`src/rtl/lcd_pkg.sv`:
```
// Shared types and VGA 640x480 timing constants for the LCD scan-out block.
// LCD_SCANOUT_TESTPAT_EN adds the test-pattern field to the pipeline word.
package lcd_pkg;

  localparam int VGA_H_ACTIVE = 640;
  localparam int VGA_H_FP     = 16;
  localparam int VGA_H_SYNC   = 96;
  localparam int VGA_H_BP     = 48;
  localparam int VGA_V_ACTIVE = 480;
  localparam int VGA_V_FP     = 10;
  localparam int VGA_V_SYNC   = 2;
  localparam int VGA_V_BP     = 33;

  typedef logic [1:0] shade_t;
  typedef shade_t [3:0] palette_t;

  localparam palette_t DEFAULT_PALETTE = 8'hE4;

  typedef enum logic {SWAP_IDLE, SWAP_PENDING} swap_state_t;

  // One timing slot travelling alongside the framebuffer read.
  typedef struct packed {
    logic hs;
    logic vs;
    logic vb;
    logic act;
    logic win;
    logic fs;
`ifdef LCD_SCANOUT_TESTPAT_EN
    shade_t tp;
`endif
  } pipe_t;

  // Shade 0 is the brightest level, so the nibble is the inverted shade doubled.
  function automatic logic [3:0] chan_value(input logic en, input shade_t s);
    return en ? {~s, ~s} : 4'h0;
  endfunction

endpackage

```
`src/rtl/lcd_scanout_if.sv`:
```
// Framebuffer read port between the scan-out engine (master) and the pixel store (slave).
interface lcd_scanout_if #(parameter int AW = 16);
  // fb_rd qualifies fb_addr; there is no backpressure, and fb_data always returns
  // exactly RD_LAT clocks after the address it answers.
  logic [AW-1:0] fb_addr;
  logic          fb_rd;
  logic [1:0]    fb_data;

  modport master (output fb_addr, output fb_rd, input fb_data);
  modport slave  (input fb_addr, input fb_rd, output fb_data);
endinterface

```
`src/rtl/lcd_dda.sv`:
```
// One axis of the scaler: fractional accumulator plus a saturating source coordinate.
module lcd_dda #(
  parameter int NUM = 3,
  parameter int DEN = 10,
  parameter int MAX = 159,
  parameter int CW  = 8
) (
  input  logic          clk_4mhz,
  input  logic          rst,
  input  logic          clr,
  input  logic          step,
  output logic [CW-1:0] coord,
  output logic          inc
);

  localparam int AW = $clog2(DEN + NUM + 1);
  localparam logic [AW-1:0] NUM_C = AW'(NUM);
  localparam logic [AW-1:0] DEN_C = AW'(DEN);
  localparam logic [CW-1:0] MAX_C = CW'(MAX);

  logic [AW-1:0] acc;
  logic [AW-1:0] acc_sum;
  logic          wrap;

  assign acc_sum = acc + NUM_C;
  assign wrap    = (acc_sum >= DEN_C);
  assign inc     = step && !clr && wrap && (coord != MAX_C);

  always_ff @(posedge clk_4mhz) begin
    if (rst || clr) begin
      acc   <= '0;
      coord <= '0;
    end else if (step) begin
      acc <= wrap ? (acc_sum - DEN_C) : acc_sum;
      if (inc) coord <= coord + 1'b1;
    end
  end

endmodule

```
`src/rtl/lcd_scanout.sv`:
```
// VGA scan-out of a scaled, double-buffered 2-bit framebuffer through a 4-entry palette.
// Optional LCD_SCANOUT_TESTPAT_EN adds testpat_in, which swaps in a checkerboard.
module lcd_scanout
  import lcd_pkg::*;
#(
  parameter int H_ACTIVE  = VGA_H_ACTIVE,
  parameter int H_FP      = VGA_H_FP,
  parameter int H_SYNC    = VGA_H_SYNC,
  parameter int H_BP      = VGA_H_BP,
  parameter int V_ACTIVE  = VGA_V_ACTIVE,
  parameter int V_FP      = VGA_V_FP,
  parameter int V_SYNC    = VGA_V_SYNC,
  parameter int V_BP      = VGA_V_BP,
  parameter int SRC_W     = 160,
  parameter int SRC_H     = 144,
  parameter int SCALE_NUM = 3,
  parameter int SCALE_DEN = 10,
  parameter int H_START   = 54,
  parameter int V_START   = 0,
  parameter int RD_LAT    = 1
) (
  input  logic               clk_4mhz,
  input  logic               rst,
  lcd_scanout_if.master      fb,
  input  logic               pal_wr,
  input  logic [7:0]         pal_din,
  input  logic [2:0]         rgb_en,
  input  logic [1:0]         border_idx,
  input  logic               swap_req,
  output logic               swap_ack,
  output logic [3:0]         vga_r,
  output logic [3:0]         vga_g,
  output logic [3:0]         vga_b,
  output logic               vga_hs,
  output logic               vga_vs,
  output logic               frame_start,
  output logic               vblank,
`ifdef LCD_SCANOUT_TESTPAT_EN
  input  logic               testpat_in,
`endif
  output swap_state_t        swap_state
);

  localparam int H_TOTAL = H_ACTIVE + H_FP + H_SYNC + H_BP;
  localparam int V_TOTAL = V_ACTIVE + V_FP + V_SYNC + V_BP;
  localparam int HW = $clog2(H_TOTAL);
  localparam int VW = $clog2(V_TOTAL);
  localparam int LA = $clog2(SRC_W * SRC_H);
  localparam int XW = $clog2(SRC_W);
  localparam int YW = $clog2(SRC_H);
  localparam int WIN_W_RAW = SRC_W * SCALE_DEN / SCALE_NUM;
  localparam int WIN_H_RAW = SRC_H * SCALE_DEN / SCALE_NUM;
  localparam int WIN_W = (H_START + WIN_W_RAW > H_ACTIVE) ? H_ACTIVE - H_START : WIN_W_RAW;
  localparam int WIN_H = (V_START + WIN_H_RAW > V_ACTIVE) ? V_ACTIVE - V_START : WIN_H_RAW;

  localparam logic [HW-1:0] H_LAST   = HW'(H_TOTAL - 1);
  localparam logic [HW-1:0] H_ACT_C  = HW'(H_ACTIVE);
  localparam logic [HW-1:0] HS_BEG   = HW'(H_ACTIVE + H_FP);
  localparam logic [HW-1:0] HS_END   = HW'(H_ACTIVE + H_FP + H_SYNC);
  localparam logic [HW-1:0] HWIN_BEG = HW'(H_START);
  localparam logic [HW-1:0] HWIN_END = HW'(H_START + WIN_W);
  localparam logic [VW-1:0] V_LAST   = VW'(V_TOTAL - 1);
  localparam logic [VW-1:0] V_ACT_C  = VW'(V_ACTIVE);
  localparam logic [VW-1:0] VS_BEG   = VW'(V_ACTIVE + V_FP);
  localparam logic [VW-1:0] VS_END   = VW'(V_ACTIVE + V_FP + V_SYNC);
  localparam logic [VW-1:0] VWIN_BEG = VW'(V_START);
  localparam logic [VW-1:0] VWIN_END = VW'(V_START + WIN_H);

  logic [HW-1:0] h;
  logic [VW-1:0] v;
  logic          h_last, v_last, in_h, in_v, in_win;
  logic [XW-1:0] x_src;
  logic [YW-1:0] y_src;
  logic          x_inc, y_inc;
  logic [LA-1:0] row_base;
  logic          buf_bit;
  palette_t      palette;
  pipe_t         cur, last;
  pipe_t         pipe [RD_LAT];
  shade_t        data_eff, pix_idx, shade;

  assign h_last = (h == H_LAST);
  assign v_last = (v == V_LAST);
  assign in_h   = (h >= HWIN_BEG) && (h < HWIN_END);
  assign in_v   = (v >= VWIN_BEG) && (v < VWIN_END);
  assign in_win = in_h && in_v;

  always_ff @(posedge clk_4mhz) begin
    if (rst) begin
      h <= '0;
      v <= '0;
    end else if (h_last) begin
      h <= '0;
      v <= v_last ? '0 : v + 1'b1;
    end else begin
      h <= h + 1'b1;
    end
  end

  lcd_dda #(.NUM(SCALE_NUM), .DEN(SCALE_DEN), .MAX(SRC_W - 1), .CW(XW)) u_dda_x (
    .clk_4mhz(clk_4mhz), .rst(rst), .clr(!in_h), .step(in_h),
    .coord(x_src), .inc(x_inc)
  );

  lcd_dda #(.NUM(SCALE_NUM), .DEN(SCALE_DEN), .MAX(SRC_H - 1), .CW(YW)) u_dda_y (
    .clk_4mhz(clk_4mhz), .rst(rst), .clr(!in_v), .step(in_v && h_last),
    .coord(y_src), .inc(y_inc)
  );

  // Row base tracks y*SRC_W incrementally so no multiplier is needed.
  always_ff @(posedge clk_4mhz) begin
    if (rst || !in_v) row_base <= '0;
    else if (y_inc)   row_base <= row_base + LA'(SRC_W);
  end

  assign fb.fb_addr = {buf_bit, row_base + LA'(x_src)};

  always_comb begin
    cur     = '0;
    cur.hs  = (h >= HS_BEG) && (h < HS_END);
    cur.vs  = (v >= VS_BEG) && (v < VS_END);
    cur.vb  = (v >= V_ACT_C);
    cur.act = (h < H_ACT_C) && (v < V_ACT_C);
    cur.win = in_win;
    cur.fs  = (h == '0) && (v == '0);
`ifdef LCD_SCANOUT_TESTPAT_EN
    cur.tp  = {2{x_src[3] ^ y_src[3]}};
`endif
  end

`ifdef LCD_SCANOUT_TESTPAT_EN
  assign fb.fb_rd = in_win && !rst && !testpat_in;
  assign data_eff = testpat_in ? last.tp : fb.fb_data;
`else
  assign fb.fb_rd = in_win && !rst;
  assign data_eff = fb.fb_data;
`endif

  always_ff @(posedge clk_4mhz) begin
    if (rst) begin
      for (int i = 0; i < RD_LAT; i++) pipe[i] <= '0;
    end else begin
      pipe[0] <= cur;
      for (int i = 1; i < RD_LAT; i++) pipe[i] <= pipe[i-1];
    end
  end

  assign last    = pipe[RD_LAT-1];
  assign pix_idx = last.win ? data_eff : border_idx;
  assign shade   = palette[pix_idx];

  always_ff @(posedge clk_4mhz) begin
    if (rst)         palette <= DEFAULT_PALETTE;
    else if (pal_wr) palette <= pal_din;
  end

  always_ff @(posedge clk_4mhz) begin
    if (rst) begin
      vga_r       <= 4'h0;
      vga_g       <= 4'h0;
      vga_b       <= 4'h0;
      vga_hs      <= 1'b1;
      vga_vs      <= 1'b1;
      frame_start <= 1'b0;
      vblank      <= 1'b0;
    end else begin
      vga_r       <= last.act ? chan_value(rgb_en[2], shade) : 4'h0;
      vga_g       <= last.act ? chan_value(rgb_en[1], shade) : 4'h0;
      vga_b       <= last.act ? chan_value(rgb_en[0], shade) : 4'h0;
      vga_hs      <= !last.hs;
      vga_vs      <= !last.vs;
      frame_start <= last.fs;
      vblank      <= last.vb;
    end
  end

  // The flip lands on the same edge that raises frame_start, long before the window opens.
  always_ff @(posedge clk_4mhz) begin
    if (rst) begin
      swap_state <= SWAP_IDLE;
      buf_bit    <= 1'b0;
      swap_ack   <= 1'b0;
    end else begin
      swap_ack <= 1'b0;
      case (swap_state)
        SWAP_IDLE: if (swap_req) swap_state <= SWAP_PENDING;
        SWAP_PENDING: begin
          if (last.fs) begin
            swap_state <= SWAP_IDLE;
            buf_bit    <= !buf_bit;
            swap_ack   <= 1'b1;
          end
        end
        default: swap_state <= SWAP_IDLE;
      endcase
    end
  end

endmodule

```
`src/flat_wrapper.sv`:
```
// flat-port wrapper written by rule: the top's interface ports become plain ports
module lcd_scanout_flat import lcd_pkg::*;
#(
  parameter int H_ACTIVE  = VGA_H_ACTIVE,
  parameter int H_FP      = VGA_H_FP,
  parameter int H_SYNC    = VGA_H_SYNC,
  parameter int H_BP      = VGA_H_BP,
  parameter int V_ACTIVE  = VGA_V_ACTIVE,
  parameter int V_FP      = VGA_V_FP,
  parameter int V_SYNC    = VGA_V_SYNC,
  parameter int V_BP      = VGA_V_BP,
  parameter int SRC_W     = 160,
  parameter int SRC_H     = 144,
  parameter int SCALE_NUM = 3,
  parameter int SCALE_DEN = 10,
  parameter int H_START   = 54,
  parameter int V_START   = 0,
  parameter int RD_LAT    = 1
)
  (clk_4mhz, rst, pal_wr, pal_din, rgb_en, border_idx, swap_req, swap_ack, vga_r, vga_g, vga_b, vga_hs, vga_vs, frame_start, vblank, swap_state, fb_fb_addr, fb_fb_rd, fb_fb_data);
  lcd_scanout_if #(.AW(7)) fb_i ();
  input  logic clk_4mhz;
  input  logic rst;
  input  logic pal_wr;
  input  logic [7:0] pal_din;
  input  logic [2:0] rgb_en;
  input  logic [1:0] border_idx;
  input  logic swap_req;
  output logic swap_ack;
  output logic [3:0] vga_r;
  output logic [3:0] vga_g;
  output logic [3:0] vga_b;
  output logic vga_hs;
  output logic vga_vs;
  output logic frame_start;
  output logic vblank;
  output swap_state_t swap_state;
  output wire logic [$bits(fb_i.fb_addr)-1:0] fb_fb_addr;
  output wire logic [$bits(fb_i.fb_rd)-1:0] fb_fb_rd;
  input wire logic [$bits(fb_i.fb_data)-1:0] fb_fb_data;
  assign fb_fb_addr = fb_i.fb_addr;
  assign fb_fb_rd = fb_i.fb_rd;
  assign fb_i.fb_data = fb_fb_data;
  lcd_scanout #(.H_ACTIVE(H_ACTIVE), .H_FP(H_FP), .H_SYNC(H_SYNC), .H_BP(H_BP), .V_ACTIVE(V_ACTIVE), .V_FP(V_FP), .V_SYNC(V_SYNC), .V_BP(V_BP), .SRC_W(SRC_W), .SRC_H(SRC_H), .SCALE_NUM(SCALE_NUM), .SCALE_DEN(SCALE_DEN), .H_START(H_START), .V_START(V_START), .RD_LAT(RD_LAT)) u_core (.clk_4mhz(clk_4mhz), .rst(rst), .fb(fb_i), .pal_wr(pal_wr), .pal_din(pal_din), .rgb_en(rgb_en), .border_idx(border_idx), .swap_req(swap_req), .swap_ack(swap_ack), .vga_r(vga_r), .vga_g(vga_g), .vga_b(vga_b), .vga_hs(vga_hs), .vga_vs(vga_vs), .frame_start(frame_start), .vblank(vblank), .swap_state(swap_state));
endmodule
```
`config.mk`:
```
export PLATFORM = sky130hd
export DESIGN_NAME = lcd_scanout_flat
export DESIGN_NICKNAME = d
export VERILOG_FILES = /design/src/rtl/lcd_pkg.sv /design/src/rtl/lcd_scanout_if.sv /design/src/rtl/lcd_dda.sv /design/src/rtl/lcd_scanout.sv /design/src/flat_wrapper.sv
export SDC_FILE = /design/constraint.sdc
export NUM_CORES = 1
export LEC_CHECK = 0
export CAP_MARGIN = 20
export CORE_AREA = 2 2 104 106
export DETAILED_ROUTE_END_ITERATION = 10
export DIE_AREA = 0 0 106 108
export SYNTH_ARGS = -nofsm -noshare
export SYNTH_HDL_FRONTEND = slang
export SYNTH_SLANG_ARGS = --single-unit
```
`constraint.sdc`:
```
create_clock -name clk_4mhz -period 2.7 [get_ports clk_4mhz]
set_input_delay 0.27 -clock clk_4mhz [delete_from_list [all_inputs] [get_ports clk_4mhz]]
set_output_delay 0.27 -clock clk_4mhz [all_outputs]
set_load 0.1 [all_outputs]
```
Word-level counts from Yosys, hierarchy flattened. Memories as Yosys holds them, arrays and structs flattened. Cells that the tools add are included.

Bits in registers: 85. RAM bits: 6. Bits of input ports: 19. Output and inout bits: 26. Word-level logic and storage cells: 100. Memories: 1.

Add/sub/neg operators: 10. Magnitude comparators: 13. Equal/unequal tests: 4. Multiplexer cells: 15. Bitwise logic cells: 6. Reduce and logical (&&, ||, !) cells: 31.

Memories: u_core.pipe (depth 1, width 6, rd ports 1, clocked after memory_dff 0, wr ports 1, RTL line lcd_scanout.sv:79) `pipe_t pipe [RD_LAT];`.

Operator list (number): 10-bit < comparator (second input constant) (3); 10-bit by 1-bit adder with 10-bit output (second input constant) (2); 10-bit == test (second input constant) (2); 10-bit by 9-bit greater-or-equal comparator with 1-bit output (second input constant) (2); 10-bit logical NOT (2); 10-bit by 9-bit < comparator with 1-bit output (second input constant) (2); 8-bit by 1-bit adder with 8-bit output (second input constant) (2); 8-bit != test (second input constant) (2); 15-bit by 8-bit adder with 15-bit output (second input constant) (1); 1-bit logical AND (14); 10-bit by 1-bit greater-or-equal comparator with 1-bit output (second input constant) (1); 10-bit greater-or-equal comparator (second input constant) (1); 10-bit by 6-bit greater-or-equal comparator with 1-bit output (second input constant) (1); 10-bit 2-to-1 mux (1); 3-bit OR reduction (3); 4-bit by 2-bit adder with 4-bit output (second input constant) (2); 4-bit greater-or-equal comparator (second input constant) (2); 4-bit 2-to-1 mux (2); 4-bit subtractor (second input constant) (2); 7-bit adder (1); 1-bit 2-to-1 mux (7); 6-bit 2-to-1 mux (1); 6-bit OR reduction (1); 1-bit logical NOT (5); other kinds (9) (17).

Depth between registers and ports, before layout. Gate-level depths: netlist of the first run.

Depth in word-level cells: 7. Mapped depth: 8. Gate-level depth less buffers: 8.

Cells and area by module. A second synthesis of the first run with hierarchy kept.

Cell total of the unflattened synthesis: 409. Area, all modules: 3703.6 µm².

Modules (own cells, without submodules): lcd_scanout (times used 1, cells each 234, area each 2208.4 µm², seq. area each 960.9 µm²); lcd_dda at u_core.u_dda_y (times used 1, cells each 88, area each 755.7 µm², seq. area each 240.2 µm²); lcd_dda at u_core.u_dda_x (times used 1, cells each 87, area each 739.5 µm², seq. area each 240.2 µm²).

Least setup slack after synthesis of the first run. No wires, ideal clock.

Kind: reg-to-output. Start: register u_core.h[0]. End: output fb_fb_rd. Arrival time: 3.100 ns. Required time: 2.430 ns. Slack: -0.670 ns. Cell stages (with the launch flop): 5. Buffers on the path: 0. Path through: dfxtp_1 > ha_1 > o21ai_0 > a31oi_1 > a211oi_1.

Longest elaborated chain between the ends: 4. Elaborated cells on any way between the ends: 5. Classes of those cells: 2 x order compare; 3 x reduce/logical.

Ends and longest elaborated chain: start: declaration (RTL line lcd_scanout.sv:69) `logic [HW-1:0] h;`; start signal: assignment (RTL line lcd_scanout.sv:96) `h <= h + 1'b1;`; 10-bit by 6-bit greater-or-equal comparator with 1-bit output or 10-bit < comparator (tied branches) (RTL line lcd_scanout.sv:84) `assign in_h = (h >= HWIN_BEG) && (h < HWIN_END);`; 1-bit logical AND * (RTL line lcd_scanout.sv:84); 1-bit logical AND * (RTL line lcd_scanout.sv:86) `assign in_win = in_h && in_v;`; 1-bit logical AND * (RTL line lcd_scanout.sv:135) `assign fb.fb_rd = in_win && !rst;`; end: declaration (RTL line flat_wrapper.sv:39) `output wire logic [$bits(fb_i.fb_rd)-1:0] fb_fb_rd;`.

Mark *: on every way between the ends. The rest lies on a longest branch, timed or not.

Worst setup path in the final report of the first run.
Start: register u_core.h[1]. End: register u_core.u_dda_y.coord[1].

Longest elaborated chain between the ends: 6.

Ends and longest elaborated chain: 10-bit == test * (RTL line lcd_scanout.sv:82) `assign h_last = (h == H_LAST);`; 1-bit logical AND * (RTL line lcd_scanout.sv:106) `.clk_4mhz(clk_4mhz), .rst(rst), .clr(!in_v), .step(in_v && h_last),`; 1-bit logical AND (3 in series) (RTL line lcd_dda.sv:27) `assign inc = step && !clr && wrap && (coord != MAX_C);`; 2-bit AND reduction (no line) *; end signal: assignment (RTL line lcd_dda.sv:35) `if (inc) coord <= coord + 1'b1;`; end: declaration (RTL line lcd_dda.sv:12) `output logic [CW-1:0] coord,`.

Marks and branches as above. A chain may end at the register's enable or synchronous reset.

==> flow_summary.toml, run 1 <==
[synth]
synth_area_leaders = "dfxtp_1 (41%), ha_1 (5.0%), mux2i_1 (4.8%)"
syn_avg_cell_area_um2 = 8.907
ys.flop_type = "dfxtp_1"
async_reset_ff_frac = 0
synth-seq-cells = 72
synth_cell_types = 48
synth_common_cells = "dfxtp_1 (72), nor2_1 (31), nand2_1 (25)"
synth_top_area_cell = "dfxtp_1"
ys_warn_count = 0
synth_area_mm2 = 0.003536
syn-num-nets = 430
yosysTopAreaCellShare = 0.4076
synth_enable_flop_cells = 0
postSynthCellCount = 397
yosysMostFrequentCell = "dfxtp_1"
yosysSeqAreaShare = 0.4076

[clocking]
clk_pin_slew_worst_paths_ps = 80
cts_root_buffer = "clkbuf_8"
cts_hold_buf = 0
cts_resized = 0
clk_latency_ps = 340
cts_tree = "built"
cts-buffers-inserted = 9
post-cts-setup-buffers = 0
clock_sinks = 72
cts_buffer_depth = 2
cts_max_level = 3

[global_route]
grt_max_degree = 33
grt_usage = 0.1289
grt_pass1_vias = 2672
antenna_found_initial = 0
grt_pass1_wl_um = 12050
grt-ovfl-total = 0

[timing]
drv_slew = 0
hold_violations = 0
setup_violations = 0
max_freq_mhz = 432.1
fin_skew_ps = 14.13
fin_crit_sh = 0.8571
tightest_slew_ps = 875.9
finalSetupTns_ps = 0
maxSlewHeadroom = 0.4161
rsz0062_at_grt = "false"
period_needed_ps = 2314

[detailed_routing]
antenna_left = 0
wl_per_cell_um = 12.77
drtIter0Drc = 97
via_count = 2908
first_pass_iters = 4
via_per_inst = 5.129
wl_um = 7240
drc = 0

[layout]
fillers = 1029
multiInputGateArea_mm2 = 0.001869
regArea_mm2 = 0.001441
drive_above_1_share = 0.1276
syn_to_final_growth_pct = 19.11
finalNetCount = 459
antenna-diode-count = 0
fin_area_mm2 = 0.004212

[worst_setup_path]
path_cells = "ha_1, and3_1, nand3_1, nor4_1, mux2i_1"
worstReg2RegEnd = "u_core.u_dda_y.coord[1]$_SDFFE_PP0P_"
worstPathArrival_ps = 2580
r2r_start = "u_core.h[1]$_SDFF_PP0_"
cp-start-kind = "flip-flop"
cp_max_fo = 9
slowest_delay_ps = 730
critical_path_class = "reg2reg"
crit_required_ps = 2970
end_kind = "flip-flop"
cp.buffers_inverters = 0
reg2reg_depth = 5
cp_slowest_cell = "nor4_1"
cp_top_family = "simple AND/OR/NAND/NOR gates"
reg2reg_slack_ps = 390

[power]
p_leak_uw = 0.001486
power_uw = 2307
powerDensity_mw_per_mm2 = 547.9
peakVddDrop_mv = 0.2873

[worst_hold_path]
timing.hold.worst.class = "reg2reg"
hold_start = "u_core.pipe[0][4]$_SDFF_PP0_"
worst_hold_path.endpoint = "u_core.vga_vs$_SDFF_PP1_"
hold_depth = 1

[outcome]
status = "completed"

[die]
ios = 45
die_w_um = 106
rows = 37
fp.dieH_um = 108
initial_core_util = 0.3456
fp.coreArea_mm2 = 0.01023
die_area_mm2 = 0.01145

[placed_design]
numPortBuffers = 44
post-dp-hpwl_um = 5147
gp_congestion = 0.8104
place_area_mm2 = 0.003966

[job]
maxCapViolations = 0
-- power by group --
part / total, uW / internal [uW] / leakage, uW / switching, uW
sequential: 1090 / 1080 / 0.000584 / 12.2
clock: 1040 / 640 / 0.000124 / 396
combinational: 178 / 64.1 / 0.000778 / 114
-- registers in the layout (all words and copies together) (netlist names) --
name,cells
u_core.h,10
u_core.v,10
u_core.palette,8
u_core.u_dda_x.coord,8
u_core.u_dda_y.coord,8
u_core.pipe,6
u_core.u_dda_x.acc,4
u_core.u_dda_y.acc,4
u_core.row_base,2
u_core.vga_b,2
u_core.vga_g,2
u_core.vga_r,2
u_core.frame_start,1
u_core.swap_ack,1
u_core.swap_state,1
u_core.vblank,1
u_core.vga_hs,1
u_core.vga_vs,1
-- metal layers --
layer  vias to the layer above  GRT usage  wire, um
met1                      1362     0.1570      3418
met5                         -          0         0
met2                        70     0.2194      3354
li1                       1469          -         -
met4                         0    0.04793        99
met3                         7    0.03436       367
-- kinds of logic after synthesis --
kind of cell,count (synthesis),synth area share
compound gates,71,0.1263
fa+ha+maj,14,0.04954
simple gates,156,0.2427
mux,20,0.06405
xor+xnor,18,0.04459
buf+inv,46,0.06511
flops,72,0.4076
-- cells in the final DEF, fill, tap and decap left out, drive strengths merged, types with 4 or more instances in the layout --
cell type      instances
dfxtp                 72
buf                   32
nor2                  31
nand2                 25
a21oi                 21
clkdlybuf4s50         18
mux2i                 17
o21ai                 17
nand3                 15
inv                   14
nand2b                14
ha                    14
xnor2                 13
or4                   12
nor4                  11
clkbuf                11
nor2b                 10
o31ai                  9
nor3                   9
nand4                  7
and3                   6
o211ai                 5
a211o                  5
xor2                   5
or3                    4
-- how the worst max path moves through the flow --
stage                                         startpoint                                   end  slack [ps]  depth (start not counted)
floorplan           u_core.u_dda_x.coord[5]$_SDFFE_PP0P_                         fb_fb_addr[6]         200                          3
global placement                  u_core.h[1]$_SDFF_PP0_  u_core.u_dda_y.coord[0]$_SDFFE_PP0P_         480                          5
detailed placement                u_core.h[1]$_SDFF_PP0_  u_core.u_dda_y.coord[1]$_SDFFE_PP0P_         410                          5
CTS                               u_core.h[1]$_SDFF_PP0_  u_core.u_dda_y.coord[1]$_SDFFE_PP0P_         390                          5
global route                      u_core.h[1]$_SDFF_PP0_  u_core.u_dda_y.coord[1]$_SDFFE_PP0P_         200                          5
finish                            u_core.h[1]$_SDFF_PP0_  u_core.u_dda_y.coord[1]$_SDFFE_PP0P_         390                          5
-- layout make-up --
type / count / share of cell area
timing repair buffer: 50 / 0.1028
sequential: 72 / 0.3422
multi-input combinational: 279 / 0.4438
tap: 136 / 0.04040
clock inverter: 5 / 0.02466
clock buffer: 11 / 0.03357
inverter: 14 / 0.01248
-- through the flow --
step	std cells	worst slack, ps	util	hold slack (ps)
finish	567	385.7	0.4116	388.3
global route	567	200.8	0.4116	397.1
CTS	567	391.6	0.4116	386.1
detailed placement	551	406.7	0.3877	366.3
global placement	551	481.6	0.3877	365.1
floorplan	397	199.3	-	355.9
Power figures use the tool's default switching activity.
==> run 2: changes to the inputs <==
--- a/config.mk
+++ b/config.mk
@@ -6,9 +6,9 @@
 export NUM_CORES = 1
 export LEC_CHECK = 0
 export CAP_MARGIN = 20
-export CORE_AREA = 2 2 104 106
+export CORE_AREA = 8 8 122 101
 export DETAILED_ROUTE_END_ITERATION = 10
-export DIE_AREA = 0 0 106 108
+export DIE_AREA = 0 0 130 109
 export SYNTH_ARGS = -nofsm -noshare
 export SYNTH_HDL_FRONTEND = slang
 export SYNTH_SLANG_ARGS = --single-unit
==> run 2 against run 1 <==
Sequential cell count unchanged. Clock skew decreased by 6.6 ps. Hold slack got worse by 17 ps. Critical endpoint is now u_core.row_base[5]$_SDFFE_PP0P_. Largest cell class unchanged.
==> flow_summary.toml, run 2 (synthesized netlist as in run 1, its figures left out) <==
[detailed_routing]
drc = 0
antenna_left = 0
via_count = 2879
via_per_inst = 5.007
drtIter0Drc = 158
wl_um = 7742
first_pass_iters = 5
wl_per_cell_um = 13.46

[global_route]
gr-usage-met2 = 0.1755
grt-busiest-layer = "met2"
use_met3 = 0.03079
grt_usage = 0.1161
use_met1 = 0.1517
grt_pass1_vias = 2698
grt-ovfl-total = 0
grt_pass1_wl_um = 13240
antenna_found_initial = 0
grt_max_degree = 33

[placed_design]
place_area_mm2 = 0.003976
post-dp-hpwl_um = 5523
post-place-cells = 559
numPortBuffers = 44
gp_congestion = 0.8208

[worst_hold_path]
hold_start = "u_core.pipe[0][5]$_SDFF_PP0_"
timing.hold.worst.class = "reg2reg"

[timing]
tightest_slew_ps = 821.8
fin_skew_ps = 7.490
drv_slew = 0
finalSetupTns_ps = 0
hold_violations = 0
setup_violations = 0
whs_ps = 371.1
period_needed_ps = 2363
max_freq_mhz = 423.2
fin_crit_sh = 0.8752
rsz0062_at_grt = "false"
maxSlewHeadroom = 0.4521

[power]
p_leak_uw = 0.001493
power_uw = 2412
powerDensity_mw_per_mm2 = 566.1
p_comb_frac = 0.075
peakVddDrop_mv = 0.2590
sw_frac_of_total = 0.2605
p_int_uw = 1784
p_seq_frac = 0.454
p_sw_uw = 628.5
pwr-share-clk = 0.472

[layout]
fin_area_mm2 = 0.004262
fin_cells = 575
syn_to_final_growth_pct = 20.52
layout_commonest_cell = "dfxtp_1"
largest_registers = "u_core.h x10, u_core.v x10"
antenna-diode-count = 0
finalNetCount = 459
drive_above_1_share = 0.1299
mostFrequentLayoutCells = "dfxtp_1 (72), nor2_1 (31), buf_4 (31)"

[clocking]
clk_latency_ps = 340
post-cts-setup-buffers = 0
cts_buffer_depth = 2
cts_tree = "built"
clk_pin_slew_worst_paths_ps = 70
cts_max_level = 3
cts_resized = 0
cts_root_buffer = "clkbuf_16"
cts-buffers-inserted = 9
clock_sinks = 72
cts_hold_buf = 0

[worst_setup_path]
critical_path_class = "reg2reg"
cp-startpoint = "u_core.h[1]$_SDFF_PP0_"
cp-start-kind = "flip-flop"
r2r_start = "u_core.h[1]$_SDFF_PP0_"
cp_max_fo = 9
worstPathArrival_ps = 2620
crit_required_ps = 2960
end_kind = "flip-flop"

[die]
rows = 34
fp.dieH_um = 109
ios = 45
initial_core_util = 0.3365
die_w_um = 130
die_area_mm2 = 0.01417
fp.coreArea_mm2 = 0.01051

[job]
maxCapViolations = 0

[outcome]
status = "completed"
-- run 2: cell types whose count changed in the layout (fill, tap and decap cells not counted) --
cell        delta
bufinv_16      -3
inv_6          +3
clkinv_2       -1
clkbuf_16      +9
clkinvlp_4     +3
clkbuf_1       -1
inv_8          +1
clkbuf_8      -10
clkinv_4       -1
-- run 2: worst paths after layout --
path | slack [ps] | cells after the start | endpoint
worst max-delay path | 340 | 5 | u_core.row_base[5]$_SDFFE_PP0P_
worst min-delay path | 370 | 1 | u_core.vga_hs$_SDFF_PP1_
worst min register to register | 370 | 1 | u_core.vga_hs$_SDFF_PP1_
worst max register to register | 340 | 5 | u_core.row_base[5]$_SDFFE_PP0P_
-- run 2: cell type report --
type / count / area [um^2]
timing repair buffer: 50 / 432.9
multi-input combinational: 279 / 1869
clock inverter: 7 / 60.06
fill: 1042 / 6246
sequential: 72 / 1441
inverter: 14 / 52.55
clock buffer: 9 / 225.2
tap: 144 / 180.2
-- run 2: worst max-delay path, cell delays in order (launching register included) --
cell and delay [ps]:
dfxtp_1 400, ha_1 280, and3_1 290, nand3_1 300
nor4_1 770, mux2i_1 260
-- run 2: metal layers --
metal	share of wire	up-vias	wire length, um
met5	0	-	0
met1	0.49	1322	3771
met3	0.068	11	524
met4	0.018	0	136
met2	0.43	72	3310
li1	-	1474	-
-- run 2: metrics by stage --
step | setup slack, ps | utilization
detailed placement | 291.4 | 0.3784
floorplan | 199.3 | -
global route | 108.4 | 0.4056
global placement | 457.6 | 0.3784
finish | 337.1 | 0.4056
CTS | 287.8 | 0.4056
-- run 2: power by group through the flow --
stage / combinational (uW) / sequential [uW] / clock, uW
2_1_floorplan: 87.2 / 1160 / 0
3_3_place_gp: 180 / 1120 / 0
3_5_place_dp: 182 / 1120 / 0
4_1_cts: 182 / 1090 / 1170
5_1_grt: 191 / 1100 / 1210
6_report: 180 / 1090 / 1140
